===== src/rtl/output_vc_credit_tracker.sv =====
// Output-port credit tracker: one free-slot counter and one FREE/BUSY/DRAIN
// state machine per downstream virtual channel. A sticky flag records any
// protocol violation seen on the allocator, switch or credit interfaces.
module output_vc_credit_tracker #(
  parameter int NUM_VCS          = 2,
  parameter int CREDITS_PER_VC   = 4,
  parameter int CREDIT_CTR_WIDTH = $clog2(CREDITS_PER_VC + 1),
  parameter int VC_ID_BITS       = (NUM_VCS > 1) ? $clog2(NUM_VCS) : 1
) (
  input  logic                                  i_clk,
  input  logic                                  i_arst_n,
  input  logic                                  i_alloc_valid,
  input  logic [VC_ID_BITS-1:0]                 i_alloc_vcid,
  input  logic                                  i_flit_sent,
  input  logic [VC_ID_BITS-1:0]                 i_flit_vcid,
  input  logic                                  i_flit_is_tail,
  input  logic                                  i_credit_valid,
  input  logic [VC_ID_BITS-1:0]                 i_credit_vcid,
  output logic [NUM_VCS*CREDIT_CTR_WIDTH-1:0]   o_ovc_credits_count_r,
  output logic [NUM_VCS-1:0]                    o_out_vc_free,
  output logic                                  o_credit_err
);

  typedef enum logic [1:0] {
    ST_FREE  = 2'd0,
    ST_BUSY  = 2'd1,
    ST_DRAIN = 2'd2
  } vc_state_t;

  localparam logic [CREDIT_CTR_WIDTH-1:0] LP_MAX = CREDIT_CTR_WIDTH'(CREDITS_PER_VC);

  // Out-of-range VC ids are dropped here; they never match any per-VC slice.
  logic               w_alloc_bad;
  logic               w_send_bad;
  logic               w_credit_bad;
  logic [NUM_VCS-1:0] w_vc_err;
  logic               r_credit_err;

  assign w_alloc_bad  = i_alloc_valid  && (32'(i_alloc_vcid)  >= NUM_VCS);
  assign w_send_bad   = i_flit_sent    && (32'(i_flit_vcid)   >= NUM_VCS);
  assign w_credit_bad = i_credit_valid && (32'(i_credit_vcid) >= NUM_VCS);

  genvar gi;
  generate
    for (gi = 0; gi < NUM_VCS; gi++) begin : g_vc
      localparam logic [VC_ID_BITS-1:0] LP_ID = VC_ID_BITS'(gi);

      logic                        w_alloc;
      logic                        w_send;
      logic                        w_credit;
      logic [CREDIT_CTR_WIDTH-1:0] w_cnt_next;
      vc_state_t                   w_state_next;
      logic                        w_err;
      vc_state_t                   r_state;
      logic [CREDIT_CTR_WIDTH-1:0] r_cnt;
      logic                        r_free;

      assign w_alloc  = i_alloc_valid  && (i_alloc_vcid  == LP_ID);
      assign w_send   = i_flit_sent    && (i_flit_vcid   == LP_ID);
      assign w_credit = i_credit_valid && (i_credit_vcid == LP_ID);

      // Next counter value, next state and this VC's error contribution.
      always_comb begin
        w_cnt_next   = r_cnt;
        w_state_next = r_state;
        w_err        = 1'b0;

        // A send and a credit in the same cycle cancel out.
        if (w_send && !w_credit) begin
          if (r_cnt == '0) w_err = 1'b1;
          else             w_cnt_next = r_cnt - CREDIT_CTR_WIDTH'(1);
        end else if (w_credit && !w_send) begin
          if (r_cnt == LP_MAX) w_err = 1'b1;
          else                 w_cnt_next = r_cnt + CREDIT_CTR_WIDTH'(1);
        end

        case (r_state)
          ST_FREE: begin
            // Sending on an unallocated VC is flagged but still counted.
            if (w_send)  w_err = 1'b1;
            if (w_alloc) w_state_next = ST_BUSY;
          end
          ST_BUSY: begin
            if (w_alloc) w_err = 1'b1;
            // A tail that also leaves the buffer fully credited skips DRAIN.
            if (w_send && i_flit_is_tail)
              w_state_next = (w_cnt_next == LP_MAX) ? ST_FREE : ST_DRAIN;
          end
          ST_DRAIN: begin
            if (w_alloc) w_err = 1'b1;
            if (w_cnt_next == LP_MAX) w_state_next = ST_FREE;
          end
          default: w_state_next = ST_FREE;
        endcase
      end

      // Per-VC state, counter and registered free flag.
      always_ff @(posedge i_clk or negedge i_arst_n) begin
        if (!i_arst_n) begin
          r_state <= ST_FREE;
          r_cnt   <= LP_MAX;
          r_free  <= 1'b1;
        end else begin
          r_state <= w_state_next;
          r_cnt   <= w_cnt_next;
          r_free  <= (w_state_next == ST_FREE);
        end
      end

      assign o_ovc_credits_count_r[gi*CREDIT_CTR_WIDTH +: CREDIT_CTR_WIDTH] = r_cnt;
      assign o_out_vc_free[gi] = r_free;
      assign w_vc_err[gi]      = w_err;
    end
  endgenerate

  // Sticky error flag, cleared only by reset.
  always_ff @(posedge i_clk or negedge i_arst_n) begin
    if (!i_arst_n) begin
      r_credit_err <= 1'b0;
    end else if ((|w_vc_err) || w_alloc_bad || w_send_bad || w_credit_bad) begin
      r_credit_err <= 1'b1;
    end
  end

  assign o_credit_err = r_credit_err;

endmodule


===== config.mk =====
export PLATFORM = sky130hd
export DESIGN_NAME = output_vc_credit_tracker
export DESIGN_NICKNAME = d
export VERILOG_FILES = /design/src/rtl/output_vc_credit_tracker.sv
export SDC_FILE = /design/constraint.sdc
export NUM_CORES = 1
export LEC_CHECK = 0
export BUFFER_PORTS_ARGS = -buffer_cell sky130_fd_sc_hd__buf_2
export CELL_PAD_IN_SITES_DETAIL_PLACEMENT = 1
export CELL_PAD_IN_SITES_GLOBAL_PLACEMENT = 1
export CORE_ASPECT_RATIO = 0.6
export CORE_MARGIN = 2
export CORE_UTILIZATION = 40
export CTS_CLUSTER_DIAMETER = 80
export DETAILED_ROUTE_END_ITERATION = 8
export GPL_ROUTABILITY_DRIVEN = 0
export HOLD_SLACK_MARGIN = 0.03
export PLACE_DENSITY = 0.75
export SKIP_LAST_GASP = 1
export SLEW_MARGIN = 20
export SYNTH_ARGS = -nofsm -noshare
export SYNTH_HDL_FRONTEND = slang
export SYNTH_SLANG_ARGS = --single-unit

===== constraint.sdc =====
create_clock -name i_clk -period 2.3 [get_ports i_clk]
set_input_delay 0.23 -clock i_clk [delete_from_list [all_inputs] [get_ports i_clk]]
set_output_delay 0.23 -clock i_clk [all_outputs]
set_load 0.005 [all_outputs]

Yosys cells after proc, flatten, opt, wreduce, memory -nomap -nowiden
Cells that the tools add are included.
{"block": "classes", "n_addsub": 4, "n_eq_ne": 8, "mux": 32, "n_bitwise": 3, "reduce_logical": 25}
{"op": "3-bit 2-to-1 mux", "count": 8}
{"op": "2-bit 2-to-1 mux", "count": 8}
{"op": "3-bit == test (second input constant)", "count": 4}
{"op": "1-bit logical AND", "count": 12}
{"op": "1-bit 2-to-1 mux", "count": 12}
{"op": "2-bit case mux with 3 select lines", "count": 2}
{"op": "2-bit logical NOT", "count": 4}
{"op": "3-bit by 1-bit adder with 3-bit output (second input constant)", "count": 2}
{"op": "3-bit logical NOT", "count": 2}
{"op": "2-bit OR reduction", "count": 3}
{"op": "3-bit by 1-bit subtractor with 3-bit output (second input constant)", "count": 2}
{"op": "2-bit by 1-bit == test with 1-bit output (second input constant)", "count": 2}
{"op": "2-bit == test (second input constant)", "count": 2}
{"op": "1-bit logical NOT", "count": 4}
{"op": "1-bit case mux with 2 select lines", "count": 2}
{"op": "1-bit NOT", "count": 3}
{"block": "word_totals", "register_bits": 13, "in_bits": 9, "output_inout_bits": 9, "word_cells": 79}

Depth between registers and ports, before layout
Gate-level depths: netlist (run 1).
{"block": "depth", "word_depth": 11, "depth_mapped": 8}

Least setup slack after synthesis (run 1)
OpenSTA, ideal clock, no wires.
{"block": "synth_path", "kind": "register -> register", "startpoint": "reg g_vc[1].r_cnt[0]", "endpoint": "reg g_vc[1].r_free", "setup_time_ns": 0.068, "t_arrival_ns": 1.913, "required_ns": 2.232, "slack_ns": 0.319, "path_stages_with_launch": 8, "n_path_buf": 0, "period_less_slack_ns": 1.981, "cell_sequence": "dfrtp_1 inv_1 ha_1 a221oi_2 a311oi_1 a2111oi_2 a221oi_1 nor2_1"}
{"block": "synth_via", "elab_chain_cells": 9}
{"element": "start, declared", "line": "55", "source": "logic [CREDIT_CTR_WIDTH-1:0] r_cnt;"}
{"element": "start signal, assigned", "line": "105", "source": "r_cnt <= w_cnt_next;"}
{"element": "3-bit by 1-bit adder with 3-bit output or 3-bit == test (tied branches)", "line": "74, 73"}
{"element": "3-bit 2-to-1 mux", "line": "73", "source": "if (r_cnt == LP_MAX) w_err = 1'b1;"}
{"element": "3-bit 2-to-1 mux", "line": "72", "source": "end else if (w_credit && !w_send) begin"}
{"element": "3-bit 2-to-1 mux (*)", "line": "69", "source": "if (w_send && !w_credit) begin"}
{"element": "3-bit == test (*)", "line": "87, 91"}
{"element": "2-bit 2-to-1 mux", "line": "87", "source": "w_state_next = (w_cnt_next == LP_MAX) ? ST_FREE : ST_DRAIN;"}
{"element": "2-bit 2-to-1 mux", "line": "86", "source": "if (w_send && i_flit_is_tail)"}
{"element": "2-bit case mux with 3 select lines (*)", "line": "77", "source": "case (r_state)"}
{"element": "net g_vc[1].w_state_next[1]", "line": "52", "source": "vc_state_t w_state_next;"}
{"element": "2-bit logical NOT (*)", "line": "106", "source": "r_free <= (w_state_next == ST_FREE);"}
{"element": "end signal, assigned", "line": "106"}
{"element": "end, declared", "line": "56", "source": "logic r_free;"}
Mark *: on every way through the listed nets, which the timed path passes. The rest lies on a longest branch.
A chain may end at the register's enable or synchronous reset.

Worst setup path in the final report (run 1)
Same ends and word-level chain as after synthesis.

==> results.json, run 1 <==
{
  "crit_type": "reg -> reg",
  "row_count": 14,
  "sequentialPowerShare": 0.302,
  "synthesis.area_mm2": 0.00111,
  "yosys.area.top_type_share": 0.202,
  "p_int_uw": 862,
  "critPathMaxFanout": 7,
  "multiInputGateArea_um2": 709,
  "n_fill_cell": 308,
  "ys_types": 41,
  "synth_area_leaders": "dfrtp_1 20%, ha_1 16%, dfstp_2 9.4%",
  "synth_top_cell_by_area": "dfrtp_1",
  "arrival_ns": 2.27,
  "setup_slack_ns": 0.200,
  "antenna_found_initial": 0,
  "hold_slack_ns": 0.321,
  "clock_sinks": 13,
  "start_util": 0.433,
  "ys_ff_latch": 13,
  "cts_inserted_buffers": 3,
  "fin_util": 0.499,
  "finalCritPeriodShare": 0.913,
  "cpMaxStageDelayCell": "dfrtp_1",
  "area_growth_pct": 15.2,
  "avgRoutedWirePerCell_um": 16.6,
  "hp-class": "in -> reg",
  "clock_latency_ns": 0.25,
  "crit_chain": "inv_1, ha_1, nand2_1, xnor2_1, a311oi_1, a2111oi_2, a221oi_1, nor2_1",
  "dieHeight_um": 44.9,
  "remaining_drc_errors": 0,
  "yosys-top-cells-count": "14 x ha_1, 12 x inv_1, 9 x a21oi_1, 9 x dfrtp_1, 8 x nand2_1",
  "clk_path_buf_depth": 2,
  "hold_viol": 0,
  "grt_pass1_vias": 1003,
  "grt_setup_unrepaired": "no",
  "met3_usage": 0.0424,
  "finalSetupTns_ns": 0,
  "cp_top_family": "compound AO/OA/AOI/OAI gates",
  "cpPeakStageDelay_ns": 0.47,
  "crit_path_start_kind": "flip-flop",
  "p_comb_frac": 0.566,
  "dpl.hpwl_um": 2380,
  "tritoncts": "built",
  "cts.hold.buffers_added": 1,
  "clock_skew_ns": 0.00455,
  "cts_resized": 0,
  "htree_levels": 1,
  "num_vias": 967,
  "syn_inst": 120,
  "die_w_um": 72.2,
  "synth_nets": 143,
  "busiest_layer": "met2",
  "slew_viol_final": 0,
  "ys.flop_type": "dfrtp_1",
  "nNetsFinal": 165,
  "clk_pin_slew_ns": 0.06,
  "postCtsSetupBuffers": 0,
  "drtIter0Drc": 41,
  "place_ws_ns": 0.210,
  "outcome": "completed",
  "cts_root_buffer": "clkbuf_8",
  "timing.fmax_mhz": 476,
  "yosysWarnings": 0,
  "final-setup-viol-count": 0,
  "worst_pin_slew_ns": 0.391,
  "met2_usage": 0.303,
  "drv_cap": 0,
  "grt_pass1_wl_um": 4760,
  "synth_edf_count": 0,
  "met1_usage": 0.279,
  "syn_avg_cell_area_um2": 9.29,
  "drt_first_pass_iters": 4,
  "n_antenna_cell": 0,
  "drive_gt1_frac": 0.255,
  "irDropWorstVdd_v": 0.000657,
  "grt_max_degree": 14,
  "cp-end-kind": "flip-flop",
  "core_area_mm2": 0.00257,
  "clockPowerShare": 0.132,
  "leakagePower_uw": 0.000587,
  "grt_overflow": 0,
  "regArea_um2": 330,
  "wirelength_um": 2870,
  "p_per_area_mw_per_mm2": 1210,
  "ant_nets": 0,
  "synth.most_common_cell": "ha_1",
  "io_pins": 18,
  "crit_buf_inv": 1,
  "vias_per_cell": 5.59,
  "dieArea_mm2": 0.00324,
  "slew_headroom": 0.739,
  "grt_usage": 0.193,
  "required_ns": 2.47,
  "post-route-min-period_ns": 2.10,
  "ys_seq_area_frac": 0.296,
  "ys_async_sr_fraction": 1.00,
  "power_switching_share": 0.447,
  "power_switching_uw": 696,
  "io_buffers": 17
}
## state kept, by name (all words and copies together), names as in the netlist
| signal | cells |
|---|---|
| g_vc.r_free | 2 |
| o_credit_err | 1 |
| g_vc.r_cnt | 6 |
| g_vc.r_state | 4 |
## path summary, 6_finish.rpt
| kind | depth (start not counted) | from | slack, ns | to |
|---|---|---|---|---|
| setup / recovery | 8 | g_vc[1].r_cnt[0] | 0.20 | g_vc[1].r_free |
| max in group asynchronous | 2 | i_arst_n | 1.60 | g_vc[0].r_cnt[2] |
| setup reg to reg | 8 | g_vc[1].r_cnt[0] | 0.20 | g_vc[1].r_free |
| hold reg to reg | 1 | o_credit_err | 0.48 | o_credit_err |
| hold / removal | 3 | i_flit_sent | 0.32 | g_vc[1].r_state[1] |
| min in group asynchronous | 2 | i_arst_n | 0.40 | g_vc[1].r_state[1] |
## cell usage in the layout, fill, tap and decap left out, types with 2 or more instances in the layout
| cell type | count |
|---|---|
| nand2_1 | 8 |
| o31ai_1 | 2 |
| nor2_1 | 7 |
| a21oi_1 | 9 |
| a311oi_1 | 2 |
| o21ai_0 | 2 |
| dfrtp_1 | 9 |
| a32o_1 | 2 |
| ha_1 | 14 |
| nor2b_1 | 2 |
| nand2b_1 | 3 |
| xnor2_1 | 3 |
| clkbuf_8 | 3 |
| a31oi_1 | 3 |
| mux2i_1 | 3 |
| dfstp_2 | 4 |
| nand3_1 | 4 |
| a221oi_1 | 3 |
| a2111oi_2 | 2 |
| inv_1 | 12 |
| o21a_1 | 3 |
| a221oi_2 | 2 |
| buf_2 | 17 |
| buf_4 | 2 |
## kinds of logic after synthesis
| group | after synthesis | synth area share |
|---|---|---|
| flops | 13 | 0.296 |
| mux | 3 | 0.0269 |
| fa+ha+maj | 14 | 0.157 |
| compound gates | 38 | 0.269 |
| buf+inv | 16 | 0.0673 |
| xor+xnor | 3 | 0.0236 |
| simple gates | 33 | 0.159 |
## per-layer routing
metal  vias to the layer above  wire length (um)
met4                         0                 0
met2                        22              1260
met5                         -                 0
met3                         0               122
met1                       462              1490
li1                        483                 -
## stage by stage
step / area (um2) / std cells / power [uW]
6_report: 1280 / 173 / 1560
5_1_grt: 1280 / 173 / 1700
4_1_cts: 1280 / 173 / 1570
3_5_place_dp: 1230 / 168 / 1350
3_3_place_gp: 1230 / 168 / 1310
2_1_floorplan: 1110 / 120 / 1090
## final cells by class
class                      count  share of cell area
multi-input combinational     91               0.553
sequential                    13               0.257
timing repair buffer          20              0.0858
inverter                      13              0.0380
clock buffer                   4              0.0351
tap                           32              0.0312
## worst min-delay path: stages
cell      delay [ns]
buf_2           0.12
nand4_1         0.06
a221oi_1        0.10
## power groups by stage
stage | Combinational (uW) | Clock [uW] | Sequential [uW]
floorplan | 642 | 0 | 451
global placement | 844 | 0 | 464
detailed placement | 877 | 0 | 474
CTS | 890 | 208 | 472
global route | 995 | 219 | 484
finish | 882 | 206 | 470
Power figures use the tool's default switching activity.
==> inputs of run 2 (changes only) <==
CORE_UTILIZATION = 38   (was 40)
PLACE_DENSITY = 0.74   (was 0.75)
SETUP_SLACK_MARGIN = 0.4   (was not set)
clock period = 1.7 ns   (was 2.3 ns; I/O delays follow)
==> results.json, run 2 (synthesized netlist as in run 1, its figures left out) <==
{
  "outcome": "complete, but fails checks",
  "violations": "setup timing",
  "final-setup-viol-count": 6,
  "dpl.hpwl_um": 2510,
  "clk_path_buf_depth": 2,
  "dieArea_mm2": 0.00340,
  "cpPeakStageDelay_ns": 0.44,
  "num_vias": 1234,
  "drive_gt1_frac": 0.603,
  "post-route-min-period_ns": 1.90,
  "nNetsFinal": 208,
  "drt_first_pass_iters": 4,
  "finalSetupTns_ns": -0.768,
  "timing.fmax_mhz": 526,
  "setup_slack_ns": -0.200,
  "tritoncts": "built",
  "worst_pin_slew_ns": 0.416,
  "grt_max_degree": 14,
  "irDropWorstVdd_v": 0.000831,
  "area_growth_pct": 65.7,
  "io_pins": 18,
  "required_ns": 1.83,
  "cts_inserted_buffers": 3,
  "highest_layer": "met4",
  "die_w_um": 73.9,
  "reg_top3": "g_vc.r_cnt x6, g_vc.r_state x4, g_vc.r_free x2",
  "regMostFlops": "g_vc.r_cnt",
  "vias_per_cell": 5.46,
  "critPathMaxFanout": 3,
  "wirelength_um": 4560,
  "place_ws_ns": -0.196,
  "ant_nets": 0,
  "grt_setup_unrepaired": "yes",
  "crit_type": "reg -> reg",
  "hold_viol": 0,
  "remaining_drc_errors": 0,
  "slew_viol_final": 0,
  "p_per_area_mw_per_mm2": 1810,
  "met1_length_um": 2020,
  "wl_met3_um": 180,
  "cpMaxStageDelayCell": "or3b_4",
  "crit_chain": "inv_2, ha_4, inv_2, a32o_1, mux2i_1, or3b_4, o21a_1",
  "crit_path_start_kind": "flip-flop",
  "arrival_ns": 2.03,
  "row_count": 15,
  "clock_skew_ns": 0.00423,
  "grt_overflow": 0,
  "mostFrequentLayoutCell": "buf_4",
  "cp-end-kind": "flip-flop",
  "drtIter0Drc": 54,
  "n_antenna_cell": 0,
  "critPathMostFrequentCell": "inv_2",
  "grt_pass1_vias": 1124,
  "hp-class": "in -> reg",
  "clock_latency_ns": 0.25,
  "slew_headroom": 0.722,
  "final_cell_mix": "38 x buf_4, 17 x buf_2, 8 x inv_2, 8 x ha_1, 8 x dfrtp_1",
  "clock_sinks": 13,
  "io_buffers": 17,
  "avgRoutedWirePerCell_um": 20.2,
  "htree_levels": 1,
  "met2_length_um": 2280,
  "finalCritPeriodShare": 1.12,
  "start_util": 0.393,
  "clk_pin_slew_ns": 0.06,
  "leakagePower_uw": 0.000834,
  "n_fill_cell": 319,
  "antenna_found_initial": 0,
  "dieHeight_um": 46.0,
  "grt_usage": 0.210,
  "drv_cap": 0,
  "largest_reg_flops": 6,
  "grt_pass1_wl_um": 5370,
  "cts_root_buffer": "clkbuf_8",
  "core_area_mm2": 0.00283
}
==> run 2: worst paths after layout <==
kind	from	end	slack, ns	cells after the start
max	g_vc[0].r_cnt[0]	g_vc[0].r_state[0]	-0.20	7
min	i_flit_is_tail	g_vc[1].r_state[1]	0.30	3
max reg2reg	g_vc[0].r_cnt[0]	g_vc[0].r_state[0]	-0.20	7
min reg2reg	o_credit_err	o_credit_err	0.53	1
max in group asynchronous	i_arst_n	g_vc[0].r_free	1.07	2
min in group asynchronous	i_arst_n	g_vc[1].r_state[1]	0.34	2
==> run 2: cell type report <==
class                      count  area (um2)  area share
tap                           42        52.6      0.0285
inverter                      13        51.3      0.0278
sequential                    13         332       0.180
timing repair buffer          63         459       0.249
multi-input combinational     91         907       0.491
clock buffer                   4        45.0      0.0244
==> run 2: power by group <==
part	internal [uW]	switching (uW)
logic	1260	1190
clock network	166	117
registers	481	137
total	1910	1440
==> run 2: worst max-delay path, delay by kind of cell (launching register included) <==
family	cells	cell delay (ns)
and+or+nand+nor	1	0.44
AOI/OAI and AO/OA	2	0.41
DFF	1	0.41
muxes	1	0.21
adders and majority gates	1	0.15
buffers and inverters	2	0.14
==> run 2: metal layers <==
layer | GRT usage | vias to the layer above
met5 | 0 | -
met4 | 0.0327 | 0
met3 | 0.00664 | 9
met2 | 0.350 | 36
met1 | 0.311 | 619
li1 | - | 570
==> run 2: through the flow <==
stage	instances	hold WS, ns	power [uW]	util	instance area, um2
floorplan	120	-0.126	1610	-	1180
global placement	199	0.0688	2090	0.515	1460
CTS	215	0.285	2720	0.576	1630
detailed placement	199	0.0787	2180	0.515	1460
global route	226	0.311	3530	0.652	1850
finish	226	0.304	3350	0.652	1850
==> run 2: repair_timing <==
action | CTS | global route
resized for setup | 8 | 26
hold buffers | 1 | 0
buffers inserted | 11 | 11
pin swaps | 3 | 9
endpoints found under the setup margin | 11 | 13
endpoints found under the hold margin | 9 | 0
cloned | 0 | 0
==> inputs of run 3 (changes only) <==
ABC_AREA = 1   (was not set)
CORE_UTILIZATION = 36   (was 38)
==> results.json, run 3 <==
{
  "synthesis.area_mm2": 0.00124,
  "grt_usage": 0.227,
  "violations": "setup timing",
  "slew_headroom": 0.785,
  "critPathMaxFanout": 3,
  "ys_ff_latch": 13,
  "crit_chain": "inv_2, ha_4, nand2_4, buf_4, nand3_2, nand2_2, a21boi_2, nand2_2, nand2_2, nand2_2, nor2_2, nor2_2, nor2_2",
  "irDropWorstVdd_v": 0.000913,
  "leakagePower_uw": 0.000954,
  "clock_latency_ns": 0.25,
  "outcome": "complete, but fails checks",
  "worst_pin_slew_ns": 0.322,
  "largest_reg_flops": 6,
  "grt_max_degree": 14,
  "yosysWarnings": 0,
  "row_count": 16,
  "final_cell_mix": "34 x nand2_1, 26 x buf_4, 23 x nand2_2",
  "place_ws_ns": -0.0876,
  "arrival_ns": 2.07,
  "area_growth_pct": 47.6,
  "timing.fmax_mhz": 533,
  "crit_buf_inv": 2,
  "synth.most_common_cell": "nand2_1",
  "core_area_mm2": 0.00326,
  "vias_per_cell": 4.88,
  "die_w_um": 79.7,
  "dieHeight_um": 49.4,
  "clk_path_buf_depth": 2,
  "io_buffers": 17,
  "syn_avg_cell_area_um2": 6.88,
  "num_vias": 1327,
  "synth_edf_count": 0,
  "ys_async_sr_fraction": 1.00,
  "cp-end-kind": "flip-flop",
  "cts_inserted_buffers": 3,
  "ys.flop_type": "dfrtp_1",
  "syn_inst": 180,
  "grt_overflow": 0,
  "clock_skew_ns": 0.00402,
  "cp_top_family": "simple AND/OR/NAND/NOR gates",
  "mostFrequentLayoutCell": "nand2_1",
  "hold_viol": 0,
  "slew_viol_final": 0,
  "crit_type": "reg -> reg",
  "io_pins": 18,
  "n_fill_cell": 408,
  "drt_first_pass_iters": 4,
  "drv_cap": 0,
  "cpPeakStageDelay_ns": 0.41,
  "antenna_found_initial": 0,
  "htree_levels": 1,
  "regMostFlops": "g_vc.r_cnt",
  "ys_seq_area_frac": 0.267,
  "synth_area_leaders": "dfrtp_1 18%, nand2_1 16%, ha_1 14%",
  "dieArea_mm2": 0.00394,
  "ys_types": 26,
  "final-setup-viol-count": 4,
  "reg_top3": "g_vc.r_cnt x6, g_vc.r_state x4, g_vc.r_free x2",
  "p_per_area_mw_per_mm2": 1810,
  "crit_path_start_kind": "flip-flop",
  "ant_nets": 0,
  "drtIter0Drc": 30,
  "hp-class": "in -> async",
  "critPathMostFrequentCell": "nand2_2",
  "clock_sinks": 13,
  "cts_root_buffer": "clkbuf_8",
  "clk_pin_slew_ns": 0.06,
  "post-route-min-period_ns": 1.87,
  "dp.cells": 242,
  "nNetsFinal": 251,
  "start_util": 0.380,
  "tritoncts": "built",
  "yosys.area.top_type_share": 0.182,
  "cpMaxStageDelayCell": "dfrtp_1",
  "avgRoutedWirePerCell_um": 16.6,
  "required_ns": 1.90,
  "dpl.hpwl_um": 2840,
  "n_antenna_cell": 0,
  "wirelength_um": 4520,
  "stdcell_count": 272,
  "synth_top_cell_by_area": "dfrtp_1",
  "grt_pass1_wl_um": 6770,
  "synth_nets": 203,
  "finalSetupTns_ns": -0.471,
  "regArea_um2": 332,
  "grt_setup_unrepaired": "yes",
  "grt_pass1_vias": 1466,
  "remaining_drc_errors": 0,
  "setup_slack_ns": -0.175,
  "yosys-top-cells-count": "52 x nand2_1, 31 x inv_1, 14 x ha_1",
  "drive_gt1_frac": 0.577,
  "finalCritPeriodShare": 1.10,
  "multiInputGateArea_um2": 951
}
-- run 3: changes by cell type after synthesis, sizes merged, moves of 4 or more --
cell	change
nor2	+13
nand2	+57
nand2b	-4
nand3	+6
a221oi	-5
a21oi	-5
inv	+20
o21ai	+6
-- run 3: cells by family after synthesis --
family | after synthesis | share of synthesized area
compound gates | 14 | 0.0667
simple gates | 101 | 0.395
flops | 13 | 0.267
xor+xnor | 1 | 0.00707
buf+inv | 37 | 0.123
fa+ha+maj | 14 | 0.141
-- run 3: worst paths after layout --
path | to | startpoint | cells after the start | slack [ns]
worst min register to register | o_credit_err | o_credit_err | 1 | 0.52
min in group i_clk | g_vc[1].r_state[0] | i_alloc_valid | 5 | 0.35
worst min-delay path | o_credit_err | i_arst_n | 2 | 0.34
worst max-delay path | g_vc[0].r_free | g_vc[0].r_cnt[1] | 13 | -0.17
worst max register to register | g_vc[0].r_free | g_vc[0].r_cnt[1] | 13 | -0.17
max in group asynchronous | g_vc[1].r_free | i_arst_n | 2 | 1.07
-- run 3: metrics by stage --
stage / util / area [um2] / power (uW) / hold WS (ns)
detailed placement: 0.437 / 1430 / 2090 / 0.0800
global route: 0.560 / 1830 / 3540 / 0.374
CTS: 0.515 / 1680 / 2830 / 0.312
floorplan: - / 1280 / 1650 / -0.126
finish: 0.560 / 1830 / 3310 / 0.341
global placement: 0.437 / 1430 / 2000 / 0.0707
-- run 3: timing repair --
item | in CTS | in global routing
pin swaps | 22 | 21
endpoints found under the setup margin | 8 | 12
resized for setup | 26 | 25
hold buffers | 1 | 0
setup buffers | 16 | 9
endpoints found under the hold margin | 9 | 0
-- run 3: metal layers --
metal	global-route usage	up-vias	routed length (um)
met1	0.271	642	2010
met4	0.109	0	171
li1	-	637	-
met5	0	-	0
met2	0.382	33	2170
met3	0.0556	15	167
-- run 3: worst reg2reg max path: stages (launching register included) --
cell and delay [ns]:
dfrtp_1 0.41, inv_2 0.13, ha_4 0.20, nand2_4 0.07
buf_4 0.14, nand3_2 0.09, nand2_2 0.07, a21boi_2 0.21
nand2_2 0.11, nand2_2 0.09, nand2_2 0.05, nor2_2 0.11
nor2_2 0.06, nor2_2 0.07
-- run 3: final cells by class --
type / instances / share of cell area
Sequential cell: 13 / 0.181
Inverter: 35 / 0.0780
Multi-Input combinational cell: 130 / 0.520
Timing Repair Buffer: 45 / 0.165
Clock buffer: 4 / 0.0246
Tap cell: 45 / 0.0308
-- run 3: power breakdown --
part	internal [uW]	total (uW)	switching [uW]	leakage (uW)
clock network	166	290	123	0.0000228
registers	475	623	148	0.000150
logic	1090	2400	1310	0.000782
total	1730	3310	1580	0.000954
